[src/rtl/mac_tx_framer.sv]
`timescale 1ns/1ps
// GMII transmit framer: preamble/SFD, Ethernet header, payload from an
// upstream byte RAM, zero padding to the minimum payload, CRC-32 FCS and
// an inter-frame gap before the next request is taken.
module mac_tx_framer #(
    parameter int MAX_PAYLOAD = 1500,
    parameter int MIN_PAYLOAD = 46,
    parameter int IFG_CYCLES  = 12
) (
    input  logic        clk,
    input  logic        rst_n,
    input  logic [47:0] local_mac_addr,
    input  logic [47:0] dst_mac_addr,
    input  logic [15:0] eth_type,
    input  logic [10:0] payload_len,
    input  logic        tx_req,
    output logic        tx_ack,
    output logic        payload_rd_en,
    output logic [10:0] payload_rd_addr,
    input  logic [7:0]  payload_rdata,
    output logic        gmii_tx_en,
    output logic [7:0]  gmii_txd,
    output logic        tx_busy,
    output logic        tx_done
);

    typedef enum logic [2:0] {
        S_IDLE,
        S_PREAMBLE,
        S_HEADER,
        S_PAYLOAD,
        S_PAD,
        S_FCS,
        S_IFG
    } state_t;

    // state_q/cnt_q describe the byte currently on gmii_txd
    state_t          state_q, state_d;
    logic [10:0]     cnt_q, cnt_d;
    logic [10:0]     len_q, len_d;
    logic [10:0]     rd_cnt_q, rd_cnt_d;
    logic [13:0][7:0] hdr_q, hdr_d;
    logic [31:0]     crc_q, crc_d;
    logic [7:0]      txd_q, txd_d;
    logic            tx_en_q, tx_en_d;
    logic            ack_q, ack_d;
    logic            done_q, done_d;
    logic            rd_en_q, rd_en_d;
    logic [10:0]     rd_addr_q, rd_addr_d;
    logic            needs_pad;
    logic [10:0]     pad_last;
    logic [31:0]     crc_inv;

    function automatic logic [31:0] crc32_byte(input logic [31:0] crc, input logic [7:0] data);
        logic [31:0] c;
        c = crc;
        for (int unsigned i = 0; i < 8; i++) begin
            if (c[0] ^ data[i]) c = (c >> 1) ^ 32'hEDB88320;
            else                c = c >> 1;
        end
        return c;
    endfunction

    assign needs_pad = (len_q < 11'(MIN_PAYLOAD));
    assign pad_last  = 11'(MIN_PAYLOAD) - len_q - 11'd1;
    assign crc_inv   = ~crc_q;

    // Next-state, next output byte, CRC fold and payload read scheduling
    always_comb begin
        state_d   = state_q;
        cnt_d     = cnt_q;
        len_d     = len_q;
        hdr_d     = hdr_q;
        crc_d     = crc_q;
        rd_cnt_d  = rd_cnt_q;
        rd_en_d   = 1'b0;
        rd_addr_d = rd_addr_q;
        txd_d     = '0;
        tx_en_d   = 1'b0;
        ack_d     = 1'b0;
        done_d    = 1'b0;

        unique case (state_q)
            S_IDLE: begin
                if (tx_req) begin
                    state_d  = S_PREAMBLE;
                    cnt_d    = '0;
                    ack_d    = 1'b1;
                    len_d    = (payload_len > 11'(MAX_PAYLOAD)) ? 11'(MAX_PAYLOAD) : payload_len;
                    hdr_d    = {dst_mac_addr, local_mac_addr, eth_type};
                    crc_d    = '1;
                    rd_cnt_d = '0;
                end
            end
            S_PREAMBLE: begin
                if (cnt_q == 11'd7) begin
                    state_d = S_HEADER;
                    cnt_d   = '0;
                end else begin
                    cnt_d = cnt_q + 11'd1;
                end
            end
            S_HEADER: begin
                if (cnt_q == 11'd13) begin
                    cnt_d = '0;
                    if (len_q != 11'd0) state_d = S_PAYLOAD;
                    else                state_d = S_PAD;
                end else begin
                    cnt_d = cnt_q + 11'd1;
                end
            end
            S_PAYLOAD: begin
                if (cnt_q == len_q - 11'd1) begin
                    cnt_d   = '0;
                    state_d = needs_pad ? S_PAD : S_FCS;
                end else begin
                    cnt_d = cnt_q + 11'd1;
                end
            end
            S_PAD: begin
                if (cnt_q == pad_last) begin
                    state_d = S_FCS;
                    cnt_d   = '0;
                end else begin
                    cnt_d = cnt_q + 11'd1;
                end
            end
            S_FCS: begin
                if (cnt_q == 11'd3) begin
                    state_d = S_IFG;
                    cnt_d   = '0;
                    done_d  = 1'b1;
                end else begin
                    cnt_d = cnt_q + 11'd1;
                end
            end
            S_IFG: begin
                if (cnt_q == 11'(IFG_CYCLES - 1)) begin
                    state_d = S_IDLE;
                    cnt_d   = '0;
                end else begin
                    cnt_d = cnt_q + 11'd1;
                end
            end
            default: begin
                state_d = S_IDLE;
                cnt_d   = '0;
            end
        endcase

        // Byte that will be on the wire next cycle
        unique case (state_d)
            S_PREAMBLE: txd_d = (cnt_d == 11'd7) ? 8'hD5 : 8'h55;
            S_HEADER:   txd_d = hdr_q[4'd13 - cnt_d[3:0]];
            S_PAYLOAD:  txd_d = payload_rdata;
            S_FCS: begin
                unique case (cnt_d[1:0])
                    2'd0:    txd_d = crc_inv[7:0];
                    2'd1:    txd_d = crc_inv[15:8];
                    2'd2:    txd_d = crc_inv[23:16];
                    default: txd_d = crc_inv[31:24];
                endcase
            end
            default:    txd_d = '0;
        endcase

        tx_en_d = (state_d inside {S_PREAMBLE, S_HEADER, S_PAYLOAD, S_PAD, S_FCS});

        // CRC folds each covered byte in the same edge it is registered onto the wire
        if (state_d inside {S_HEADER, S_PAYLOAD, S_PAD}) begin
            crc_d = crc32_byte(crc_q, txd_d);
        end

        // Read k is issued three bytes ahead of its wire slot (registered addr,
        // one-cycle RAM, registered txd), so the first read starts at header byte 11
        if ((rd_cnt_q < len_q) &&
            (((state_q == S_HEADER) && (cnt_q >= 11'd11)) || (state_q == S_PAYLOAD))) begin
            rd_en_d   = 1'b1;
            rd_addr_d = rd_cnt_q;
            rd_cnt_d  = rd_cnt_q + 11'd1;
        end
    end

    // State and registered outputs, cleared asynchronously
    always_ff @(posedge clk or negedge rst_n) begin
        if (!rst_n) begin
            state_q   <= S_IDLE;
            cnt_q     <= '0;
            len_q     <= '0;
            rd_cnt_q  <= '0;
            hdr_q     <= '0;
            crc_q     <= '1;
            txd_q     <= '0;
            tx_en_q   <= 1'b0;
            ack_q     <= 1'b0;
            done_q    <= 1'b0;
            rd_en_q   <= 1'b0;
            rd_addr_q <= '0;
        end else begin
            state_q   <= state_d;
            cnt_q     <= cnt_d;
            len_q     <= len_d;
            rd_cnt_q  <= rd_cnt_d;
            hdr_q     <= hdr_d;
            crc_q     <= crc_d;
            txd_q     <= txd_d;
            tx_en_q   <= tx_en_d;
            ack_q     <= ack_d;
            done_q    <= done_d;
            rd_en_q   <= rd_en_d;
            rd_addr_q <= rd_addr_d;
        end
    end

    assign gmii_txd        = txd_q;
    assign gmii_tx_en      = tx_en_q;
    assign tx_ack          = ack_q;
    assign tx_done         = done_q;
    assign payload_rd_en   = rd_en_q;
    assign payload_rd_addr = rd_addr_q;
    assign tx_busy         = (state_q != S_IDLE);

endmodule

[config.mk]
export PLATFORM = sky130hd
export DESIGN_NAME = mac_tx_framer
export DESIGN_NICKNAME = d
export VERILOG_FILES = /design/src/rtl/mac_tx_framer.sv
export SDC_FILE = /design/constraint.sdc
export NUM_CORES = 1
export LEC_CHECK = 0
export ABC_AREA = 0
export CAP_MARGIN = 30
export CORE_ASPECT_RATIO = 0.7
export CORE_MARGIN = 3
export CORE_UTILIZATION = 50
export DETAILED_ROUTE_END_ITERATION = 10
export GPL_ROUTABILITY_DRIVEN = 0
export PLACE_DENSITY = 0.82
export SLEW_MARGIN = 20
export SYNTH_ARGS = -nofsm -noshare
export SYNTH_HDL_FRONTEND = slang
export SYNTH_SLANG_ARGS = --single-unit
[constraint.sdc]
create_clock -name clk -period 5.89 [get_ports clk]
set_clock_uncertainty 0.1 [all_clocks]
set_input_delay 0.8835 -clock clk [delete_from_list [all_inputs] [get_ports clk]]
set_output_delay 0.8835 -clock clk [all_outputs]
set_load 0.05 [all_outputs]
==> results.json, run 1 <==
{
  "vias": 10814,
  "yosys.area.top_type": "dfrtp_1",
  "hpwl_um": 26750,
  "cts.clk_slew.worst_paths_ns": 0.07,
  "ys_seq_area_share_pct": 42.84,
  "cts_sinks": 203,
  "synthFlopType": "dfrtp_1",
  "yosysMostFrequentCell": "nand2_1",
  "start_util_pct": 51.78,
  "max_cap_viol_count": 0,
  "critPathKind": "flop to flop",
  "worst-path-buf-inv": 3,
  "crit_fanout": 12,
  "final_antenna_net_count": 0,
  "status": "finished, final reports clean",
  "setup_ws_ns": 0.05753,
  "synthTopCellsByArea": "dfrtp_1, nand2_1, dfstp_2",
  "start_kind": "flop",
  "final_util_pct": 64.20,
  "worst_skew_pair.late_latency_ns": 0.51,
  "avgSynthCellArea_um2": 9.122,
  "synth_cell_types": 104,
  "rsz0062_at_grt": "true",
  "synthMuxAreaShare_pct": 1.340,
  "p_leak_nw": 6.738,
  "slew_headroom_pct": 44.10,
  "fin_cells": 1793,
  "avgRoutedWirePerCell_um": 20.85,
  "ys_ff_latch": 203,
  "drive_gt1_share_pct": 13.71,
  "htreeDepth": 1,
  "grt_max_degree": 121,
  "worst_pin_slew_ns": 0.8385,
  "numCtsBuffers": 21,
  "rows": 46,
  "synth_edf_count": 0,
  "slowest_delay_ns": 0.48,
  "synth_common_cells": "nand2_1, dfrtp_1, o21ai_0",
  "path_delay_family": "compound AO/OA/AOI/OAI gates",
  "cts.path.max_buffers": 3,
  "startpoint": "len_q[1]$_DFFE_PN0P_",
  "end_kind": "flop",
  "critPathRequiredTime_ns": 6.23,
  "synth-compound-area-share_pct": 17.85,
  "syn2layout_area_growth_pct": 24.00,
  "syn_nets": 1463,
  "finalWirelength_um": 37390,
  "grt_first_pass_wirelength_um": 57700,
  "cts_tree": "built",
  "ir_worst_vdd_mv": 0.2381,
  "placedCellCount": 1732,
  "ys.warnings.count": 0,
  "drc": 0,
  "post-route-period-util_pct": 99.02,
  "finalSetupViolCount": 0,
  "post_dp_cell_area_um2": 13810,
  "antenna_found_initial": 0,
  "power_density_nw_per_um2": 361.6,
  "synth_top_family_by_area": "simple AND/OR/NAND/NOR gates",
  "overflow": 0,
  "finalCriticalPeriod_ns": 5.832,
  "die_w_um": 190.8,
  "final_area_um2": 14820,
  "arrival_ns": 6.17,
  "worstPathCellList": "inv_1 > ha_1 > or3b_2 > o2111ai_1 > nand3_1 > o21ba_2 > a21oi_4 > nor2_1 > o21ai_0 > a22o_1 > ha_1 > inv_1 > buf_4 > a221o_1 > a221oi_1 > or3_1 > nand4_2 > xor2_4 > xnor2_2 > xnor3_1 > o21a_1",
  "synth_area_um2": 11950,
  "synthXorXnorAreaFrac_pct": 10.23,
  "power_mw": 5.359,
  "drt_pre_antenna_iters": 7,
  "hold_viol": 0,
  "clock.fmax_mhz": 171.5,
  "n_antenna_cell": 0,
  "dp_worst_setup_slack_ns": 0.03877,
  "synth-simple-area-share_pct": 21.15,
  "async_flop_share_pct": 100.0,
  "num_io_pins": 158,
  "grt_pass1_vias": 10321,
  "grtUsageTotal_pct": 28.23,
  "layout.nets": 1620,
  "syn-instance-count": 1310,
  "hp-class": "input pin to async pin",
  "slew_viol_final": 0,
  "synth_top_area_share_pct": 35.81,
  "first_iter_violations": 1423,
  "portBuffers": 157,
  "critPathSlowestCell": "xnor3_1",
  "synth-adder-area-share_pct": 1.989,
  "dieArea_um2": 25820,
  "cts_root_buffer": "clkbuf_16",
  "vias_per_cell": 6.031,
  "core_um2": 23080,
  "die_h_um": 135.3,
  "timing.rr.start": "len_q[1]$_DFFE_PN0P_"
}
[final cells by class]
| class | instances | area (um^2) |
|---|---|---|
| flip-flops and latches | 203 | 5122 |
| clock buffers | 27 | 588.1 |
| fillers | 1780 | 8262 |
| clock inverters | 10 | 131.4 |
| repair buffers | 212 | 2038 |
| well taps | 312 | 390.4 |
| inverters | 51 | 193.9 |
| multi-input cells | 978 | 6354 |
[what timing repair did]
action,in CTS,in global routing
setup buffers,0,23
pin swaps,0,4
setup endpoints to repair,1,22
hold buffers,0,0
resized for setup,1,13
[metrics by stage]
step,TNS (ns),hold slack (ns)
3_3_place_gp,0,0.3533
3_5_place_dp,0,0.3570
5_1_grt,-0.8496,0.3671
2_1_floorplan,0,0.3368
6_report,0,0.3115
4_1_cts,0,0.3513
[flip-flops by register name, summed over array words and instances (netlist names)]
register / cells
gmii_tx_en: 1
tx_ack: 1
cnt_q: 11
len_q: 11
payload_rd_addr: 11
rd_cnt_q: 11
hdr_q: 112
payload_rd_en: 1
tx_done: 1
state_q: 3
gmii_txd: 8
crc_q: 32
[worst register-to-register path: stages, from the launching register on]
cell,delay [ns]
dfrtp_2,0.45
inv_1,0.16
ha_1,0.23
or3b_2,0.47
o2111ai_1,0.21
nand3_1,0.14
o21ba_2,0.26
a21oi_4,0.28
nor2_1,0.12
o21ai_0,0.25
a22o_1,0.29
ha_1,0.24
inv_1,0.10
buf_4,0.20
a221o_1,0.27
a221oi_1,0.23
or3_1,0.20
nand4_2,0.19
xor2_4,0.31
xnor2_2,0.40
xnor3_1,0.48
o21a_1,0.19
[report_power, final]
group | internal [mW] | switching, mW
clock network | 0.837 | 0.565
logic | 1.26 | 0.869
registers | 1.66 | 0.164
total | 3.76 | 1.60
[per-layer routing]
layer	up-vias	part of all wire [%]	track usage (%)
met4	0	2.7	7.210
li1	4832	-	-
met5	-	0	0
met2	679	41	39.38
met3	102	14	10.55
met1	5201	42	41.40
[cells in the final DEF (no fill, tap or decap), drive strengths merged, types with 6 or more instances in the layout]
master | Yosys | routed
nand2 | 373 | 373
dfrtp | 171 | 171
clkdlybuf4s50 | 0 | 156
o21ai | 73 | 73
a21oi | 57 | 57
buf | 24 | 55
inv | 51 | 52
xnor2 | 48 | 48
nor2 | 47 | 47
nor3 | 45 | 45
dfstp | 32 | 32
clkbuf | 54 | 28
xor2 | 22 | 22
nand3 | 21 | 21
ha | 19 | 19
a21o | 17 | 17
and3 | 15 | 15
a221oi | 15 | 15
xnor3 | 14 | 14
nand2b | 13 | 13
a211oi | 11 | 11
o2111ai | 9 | 9
nand4 | 9 | 9
a31oi | 9 | 9
and2 | 9 | 9
o221ai | 8 | 8
o22ai | 8 | 8
mux2 | 8 | 8
a221o | 7 | 7
mux2i | 7 | 7
o21a | 7 | 7
nor2b | 6 | 6
a22oi | 6 | 6
nor3b | 6 | 6
o211ai | 6 | 6
o221a | 6 | 6
o31ai | 6 | 6
[final timing paths]
path                                         end  slack, ns  cells past startpoint
max                        crc_q[18]$_DFFE_PN1P_       0.06                     21
min                           cnt_q[8]$_DFF_PN0_       0.31                      1
max reg2reg                crc_q[18]$_DFFE_PN1P_       0.06                     21
min reg2reg                hdr_q[76]$_DFFE_PN0P_       0.37                      2
max in group asynchronous  hdr_q[40]$_DFFE_PN0P_       4.27                      2
min in group clk           hdr_q[76]$_DFFE_PN0P_       0.37                      2
[cell families after synthesis]
logic type	after synthesis
AND/OR/NAND/NOR	571
AO/OA/AOI/OAI	286
flip-flops	203
buffers and inverters	129
XOR/XNOR	87
adder cells (fa/ha/maj)	19
multiplexers	15
(Power assumes the default switching activity.)
==> run 2, diff against run 1 <==
Settings changed: CAP_MARGIN 30 to 20, CTS_BUF_LIST from default to sky130_fd_sc_hd__clkbuf_4 sky130_fd_sc_hd__clkbuf_8.
==> run 2 against run 1 <==
Effect of this change:
- routed wire length fell by 0.82%
- die area unchanged
- setup slack better by 0.14 ns
- total power decreased by 4.0%
- maximum frequency rose by 2.5%
- combinational power decreased by 7%
- first-iteration DRC count decreased by 13%
- sequential power about the same
- critical endpoint is now crc_q[25]$_DFFE_PN1P_
==> results.json, run 2 (same netlist as run 1, synthesis figures left out) <==
{
  "status": "finished, final reports clean",
  "top_regs": "hdr_q (112), crc_q (32)",
  "vias": 10763,
  "reg2reg_to": "crc_q[25]$_DFFE_PN1P_",
  "worst_pin_slew_ns": 1.079,
  "core_um2": 23080,
  "register_area_um2": 5121,
  "intPower_mw": 3.577,
  "numCtsBuffers": 34,
  "grt_max_degree": 121,
  "fill_cells": 1831,
  "avgRoutedWirePerCell_um": 20.62,
  "critPathRequiredTime_ns": 6.25,
  "combPwrFrac_pct": 38.7,
  "hold_buffers": 0,
  "critPathKind": "flop to flop",
  "crit_fanout": 10,
  "drc": 0,
  "finalSetupViolCount": 0,
  "first_iter_violations": 1237,
  "final_antenna_net_count": 0,
  "cts.clk_slew.worst_paths_ns": 0.07,
  "pwr-share-seq_pct": 35.6,
  "htreeDepth": 2,
  "end_kind": "flop",
  "clock.fmax_mhz": 175.8,
  "final_area_um2": 14660,
  "worstRegToRegCells": 20,
  "power_density_nw_per_um2": 351.1,
  "dp_worst_setup_slack_ns": 0.03877,
  "slowest_delay_ns": 0.52,
  "p_sw_share_pct": 30.48,
  "antenna_found_initial": 0,
  "finalWirelength_um": 37090,
  "max_cap_viol_count": 0,
  "p_leak_nw": 6.658,
  "slew_headroom_pct": 28.04,
  "hp-class": "input pin to async pin",
  "r2r_slack_ns": 0.20,
  "clkPwrFrac_pct": 25.7,
  "layout.nets": 1620,
  "hold_viol": 0,
  "cts.path.max_buffers": 3,
  "multi_input_area_um2": 6344,
  "hpwl_um": 26750,
  "arrival_ns": 6.05,
  "syn2layout_area_growth_pct": 22.64,
  "post-route-period-util_pct": 96.58,
  "grtUsageTotal_pct": 28.42,
  "die_w_um": 190.8,
  "mostFrequentLayoutCells": "nand2_1, dfrtp_1, clkdlybuf4s50_1",
  "num_io_pins": 158,
  "grt_pass1_vias": 10303,
  "portBuffers": 157,
  "netSwitchingPower_mw": 1.569,
  "drive_gt1_share_pct": 14.06,
  "start_util_pct": 51.78,
  "cts_root_buffer": "clkbuf_8",
  "cts_sinks": 203,
  "setup_ws_ns": 0.2014,
  "post_dp_cell_area_um2": 13810,
  "timing.rr.start": "len_q[1]$_DFFE_PN0P_",
  "ir_worst_vdd_mv": 0.2504,
  "hold_ws_ns": 0.2845,
  "critPathSlowestCell": "xnor3_2",
  "finalCriticalPeriod_ns": 5.689,
  "slew_viol_final": 0,
  "rows": 46,
  "start_kind": "flop",
  "drt_pre_antenna_iters": 7,
  "n_antenna_cell": 0,
  "vias_per_cell": 5.983,
  "dieArea_um2": 25820,
  "cts_tree": "built",
  "worstPathCellList": "inv_2 > ha_1 > nor3b_4 > a211o_1 > a211oi_1 > and4_4 > a21o_2 > nand2_2 > a22o_1 > ha_1 > buf_4 > buf_4 > a221oi_1 > o221ai_1 > a21o_1 > o311ai_4 > xor2_4 > xnor3_2 > xnor3_1 > a21oi_1",
  "overflow": 0,
  "worst_skew_pair.late_latency_ns": 0.54,
  "largest-register": "hdr_q",
  "final_common_cell": "nand2_1",
  "largest_register_ffs": 112,
  "die_h_um": 135.3,
  "grt_first_pass_wirelength_um": 57980
}
[run 2: cell types whose count changed in the layout (fill, tap and decap cells not counted), sizes merged]
cell / delta
clkinv: -3
bufinv: -2
clkbuf: +24
buf: -13
[run 2: critical path, delay by kind of cell, from the launching register on]
kind | cells | cell delay (ns)
simple gates | 3 | 0.69
flops | 1 | 0.48
xor+xnor | 3 | 1.15
buf+inv | 3 | 0.47
fa+ha+maj | 2 | 0.59
compound gates | 9 | 2.13
[run 2: power groups by stage]
| stage | registers [mW] | logic (mW) | clock network (mW) |
|---|---|---|---|
| detailed placement | 1.84 | 1.89 | 0 |
| finish | 1.83 | 1.99 | 1.32 |
| CTS | 1.82 | 1.90 | 1.33 |
| global placement | 1.84 | 1.82 | 0 |
| floorplan | 1.81 | 1.50 | 0 |
| global route | 1.84 | 2.12 | 1.40 |
[run 2: metrics by stage]
step / utilization [%] / power, mW / setup TNS, ns / cells
after floorplan: - / 3.310 / 0 / 1310
after global placement: 59.85 / 3.658 / 0 / 1732
after detailed placement: 59.85 / 3.736 / 0 / 1732
after CTS: 62.90 / 5.049 / 0 / 1788
after global routing: 63.50 / 5.356 / -0.04693 / 1799
final: 63.50 / 5.146 / 0 / 1799
[run 2: how the worst max path moves through the flow]
| stage | start | to | slack [ns] | cells after the start |
|---|---|---|---|---|
| 2_1_floorplan | len_q[2]$_DFFE_PN0P_ | crc_q[17]$_DFFE_PN1P_ | 0.24 | 23 |
| 4_1_cts | len_q[1]$_DFFE_PN0P_ | crc_q[17]$_DFFE_PN1P_ | 0.01 | 20 |
| 3_3_place_gp | len_q[1]$_DFFE_PN0P_ | crc_q[25]$_DFFE_PN1P_ | 0.24 | 20 |
| 3_5_place_dp | len_q[1]$_DFFE_PN0P_ | crc_q[17]$_DFFE_PN1P_ | 0.04 | 20 |
| 5_1_grt | len_q[2]$_DFFE_PN0P_ | crc_q[25]$_DFFE_PN1P_ | -0.04 | 20 |
| 6_report | len_q[1]$_DFFE_PN0P_ | crc_q[25]$_DFFE_PN1P_ | 0.20 | 20 |
[run 2: cell type report]
type,count,area share (%)
flip-flops and latches,203,34.94
clock buffers,51,4.320
repair buffers,199,12.99
multi-input cells,978,43.29
well taps,312,2.664
inverters,51,1.323
clock inverters,5,0.4781
[run 2: timing repair]
| item | in CTS | in global routing |
|---|---|---|
| setup buffers | 0 | 11 |
| gates resized for setup | 0 | 12 |
| setup endpoints to repair | 0 | 26 |
[run 2: metal layers]
layer | GRT usage, % | wire [um]
met2 | 40.19 | 15120
met1 | 42.49 | 16290
met4 | 5.703 | 729
met3 | 9.646 | 4956
met5 | 0 | 0
==> run 3, diff against run 2 <==
Settings changed: REMOVE_ABC_BUFFERS from default to 1, SETUP_SLACK_MARGIN from default to 0.4.
==> run 3 against run 2 <==
Effect of this change:
- global-route usage down 1.0 points
- non-clock buffer count rose by 31
- combinational power increased by 13%
- sequential share of layout area down 0.96 points
- clock power shrank 5%
- core utilization rose by 1.9 points
- count of clock-buffer cells in the layout up 1
- setup slack improved by 0.24 ns
- sequential power is essentially flat
- via count is 1.9% higher
- register-to-register slack better by 0.24 ns
- final cell count rose by 1.8%
- critical path type unchanged
==> results.json, run 3 (same netlist as run 1, synthesis figures left out) <==
{
  "cts_sinks": 203,
  "critPathKind": "flop to flop",
  "n_antenna_cell": 0,
  "core_um2": 23080,
  "critPathSlowestCell": "dfrtp_2",
  "dp_worst_setup_slack_ns": 0.1135,
  "worst-path-buf-inv": 4,
  "grtUsageTotal_pct": 27.41,
  "htreeDepth": 1,
  "worstPathCellList": "inv_4 > ha_2 > nor3b_4 > o21ai_1 > a211oi_2 > and4_4 > a21o_2 > nand2_4 > a22o_4 > ha_4 > clkinvlp_4 > nor3_4 > buf_6 > o221ai_2 > o211ai_1 > a211o_2 > xor2_4 > buf_6 > xnor3_1 > and2_1 > o31ai_2",
  "rows": 46,
  "finalWirelength_um": 37090,
  "status": "finished, final reports clean",
  "grt_first_pass_wirelength_um": 56080,
  "die_h_um": 135.3,
  "final_common_cell": "nand2_1",
  "start_kind": "flop",
  "grt_pass1_vias": 10427,
  "power_density_nw_per_um2": 353.7,
  "post_dp_cell_area_um2": 13800,
  "worst_skew_pair.late_latency_ns": 0.59,
  "finalSetupViolCount": 0,
  "hold_buffers": 0,
  "max_cap_viol_count": 0,
  "vias": 10969,
  "grt_max_degree": 97,
  "cts.path.max_buffers": 3,
  "slew_headroom_pct": 32.32,
  "final_antenna_net_count": 0,
  "cts_tree": "built",
  "cts_root_buffer": "clkbuf_8",
  "hp-class": "input pin to async pin",
  "worst_pin_slew_ns": 1.009,
  "hold_viol": 0,
  "ir_worst_vdd_mv": 0.2772,
  "avgRoutedWirePerCell_um": 20.24,
  "layout.nets": 1648,
  "hold_ws_ns": 0.2840,
  "rsz0062_at_grt": "false",
  "hpwl_um": 25570,
  "overflow": 0,
  "portBuffers": 157,
  "path_delay_family": "compound AO/OA/AOI/OAI gates",
  "antenna_found_initial": 0,
  "syn2layout_area_growth_pct": 26.27,
  "slew_viol_final": 0,
  "num_io_pins": 158,
  "final_area_um2": 15090,
  "fin_cells": 1832,
  "cts.clk_slew.worst_paths_ns": 0.07,
  "crit_fanout": 10,
  "placedCellCount": 1730,
  "p_leak_nw": 6.818,
  "clock.fmax_mhz": 183.5,
  "setup_ws_ns": 0.4417,
  "drt_pre_antenna_iters": 6,
  "intPower_mw": 3.719,
  "combPwrFrac_pct": 42.0,
  "die_w_um": 190.8,
  "finalCriticalPeriod_ns": 5.448,
  "critPathRequiredTime_ns": 6.29,
  "power_mw": 5.338,
  "slowest_delay_ns": 0.44,
  "dieArea_um2": 25820,
  "p_sw_share_pct": 30.32,
  "numCtsBuffers": 31,
  "first_iter_violations": 1340,
  "vias_per_cell": 5.987,
  "post-route-period-util_pct": 92.50,
  "netSwitchingPower_mw": 1.618,
  "crit_top_cell": "buf_6",
  "arrival_ns": 5.85,
  "clkPwrFrac_pct": 23.6,
  "start_util_pct": 51.78,
  "largest_register_ffs": 112,
  "drc": 0,
  "end_kind": "flop",
  "top_regs": "hdr_q (112), crc_q (32)",
  "largest-register": "hdr_q",
  "pwr-share-seq_pct": 34.3,
  "mostFrequentLayoutCells": "nand2_1, dfrtp_1, clkdlybuf4s50_1",
  "drive_gt1_share_pct": 17.76
}
[run 3: power groups by stage]
stage / logic (mW) / clock network (mW) / registers, mW
detailed placement: 1.91 / 0 / 1.84
finish: 2.24 / 1.26 / 1.83
global route: 2.39 / 1.34 / 1.85
CTS: 2.03 / 1.28 / 1.82
global placement: 1.83 / 0 / 1.84
floorplan: 1.50 / 0 / 1.81
[run 3: path summary, 6_finish.rpt]
path | from | to | slack [ns] | cells after the start
worst min-delay path | rst_n | hdr_q[108]$_DFFE_PN0P_ | 0.28 | 1
max in group asynchronous | rst_n | hdr_q[27]$_DFFE_PN0P_ | 4.16 | 2
worst min register to register | hdr_q[69]$_DFFE_PN0P_ | hdr_q[69]$_DFFE_PN0P_ | 0.37 | 2
worst max register to register | len_q[1]$_DFFE_PN0P_ | crc_q[16]$_DFFE_PN1P_ | 0.44 | 21
worst max-delay path | len_q[1]$_DFFE_PN0P_ | crc_q[16]$_DFFE_PN1P_ | 0.44 | 21
min in group clk | hdr_q[69]$_DFFE_PN0P_ | hdr_q[69]$_DFFE_PN0P_ | 0.37 | 2
[run 3: final cells by class]
type,count,area (um^2)
clock buffer,52,646.9
clock inverter,6,40.04
fill,1725,7990
inverter,51,200.2
multi-input combinational,978,6491
sequential,203,5129
tap,312,390.4
timing repair buffer,230,2192
[run 3: routing by layer]
metal	GRT usage, %	vias up	wire, um
li1	-	4903	-
met1	39.71	5235	15520
met2	39.74	701	15680
met3	8.560	130	4639
met4	7.821	0	1251
met5	0	-	0
[run 3: timing repair]
action,4_1_cts,5_1_grt
endpoints found under the setup margin,26,27
gates resized for setup,11,43
setup buffers,15,29
pin swaps,10,20
[run 3: per-stage QoR]
stage,utilization (%),setup TNS (ns)
after floorplan,-,-26.92
after CTS,63.56,0
after detailed placement,59.79,0
final,65.38,0
after global placement,59.79,0
after global routing,65.38,0
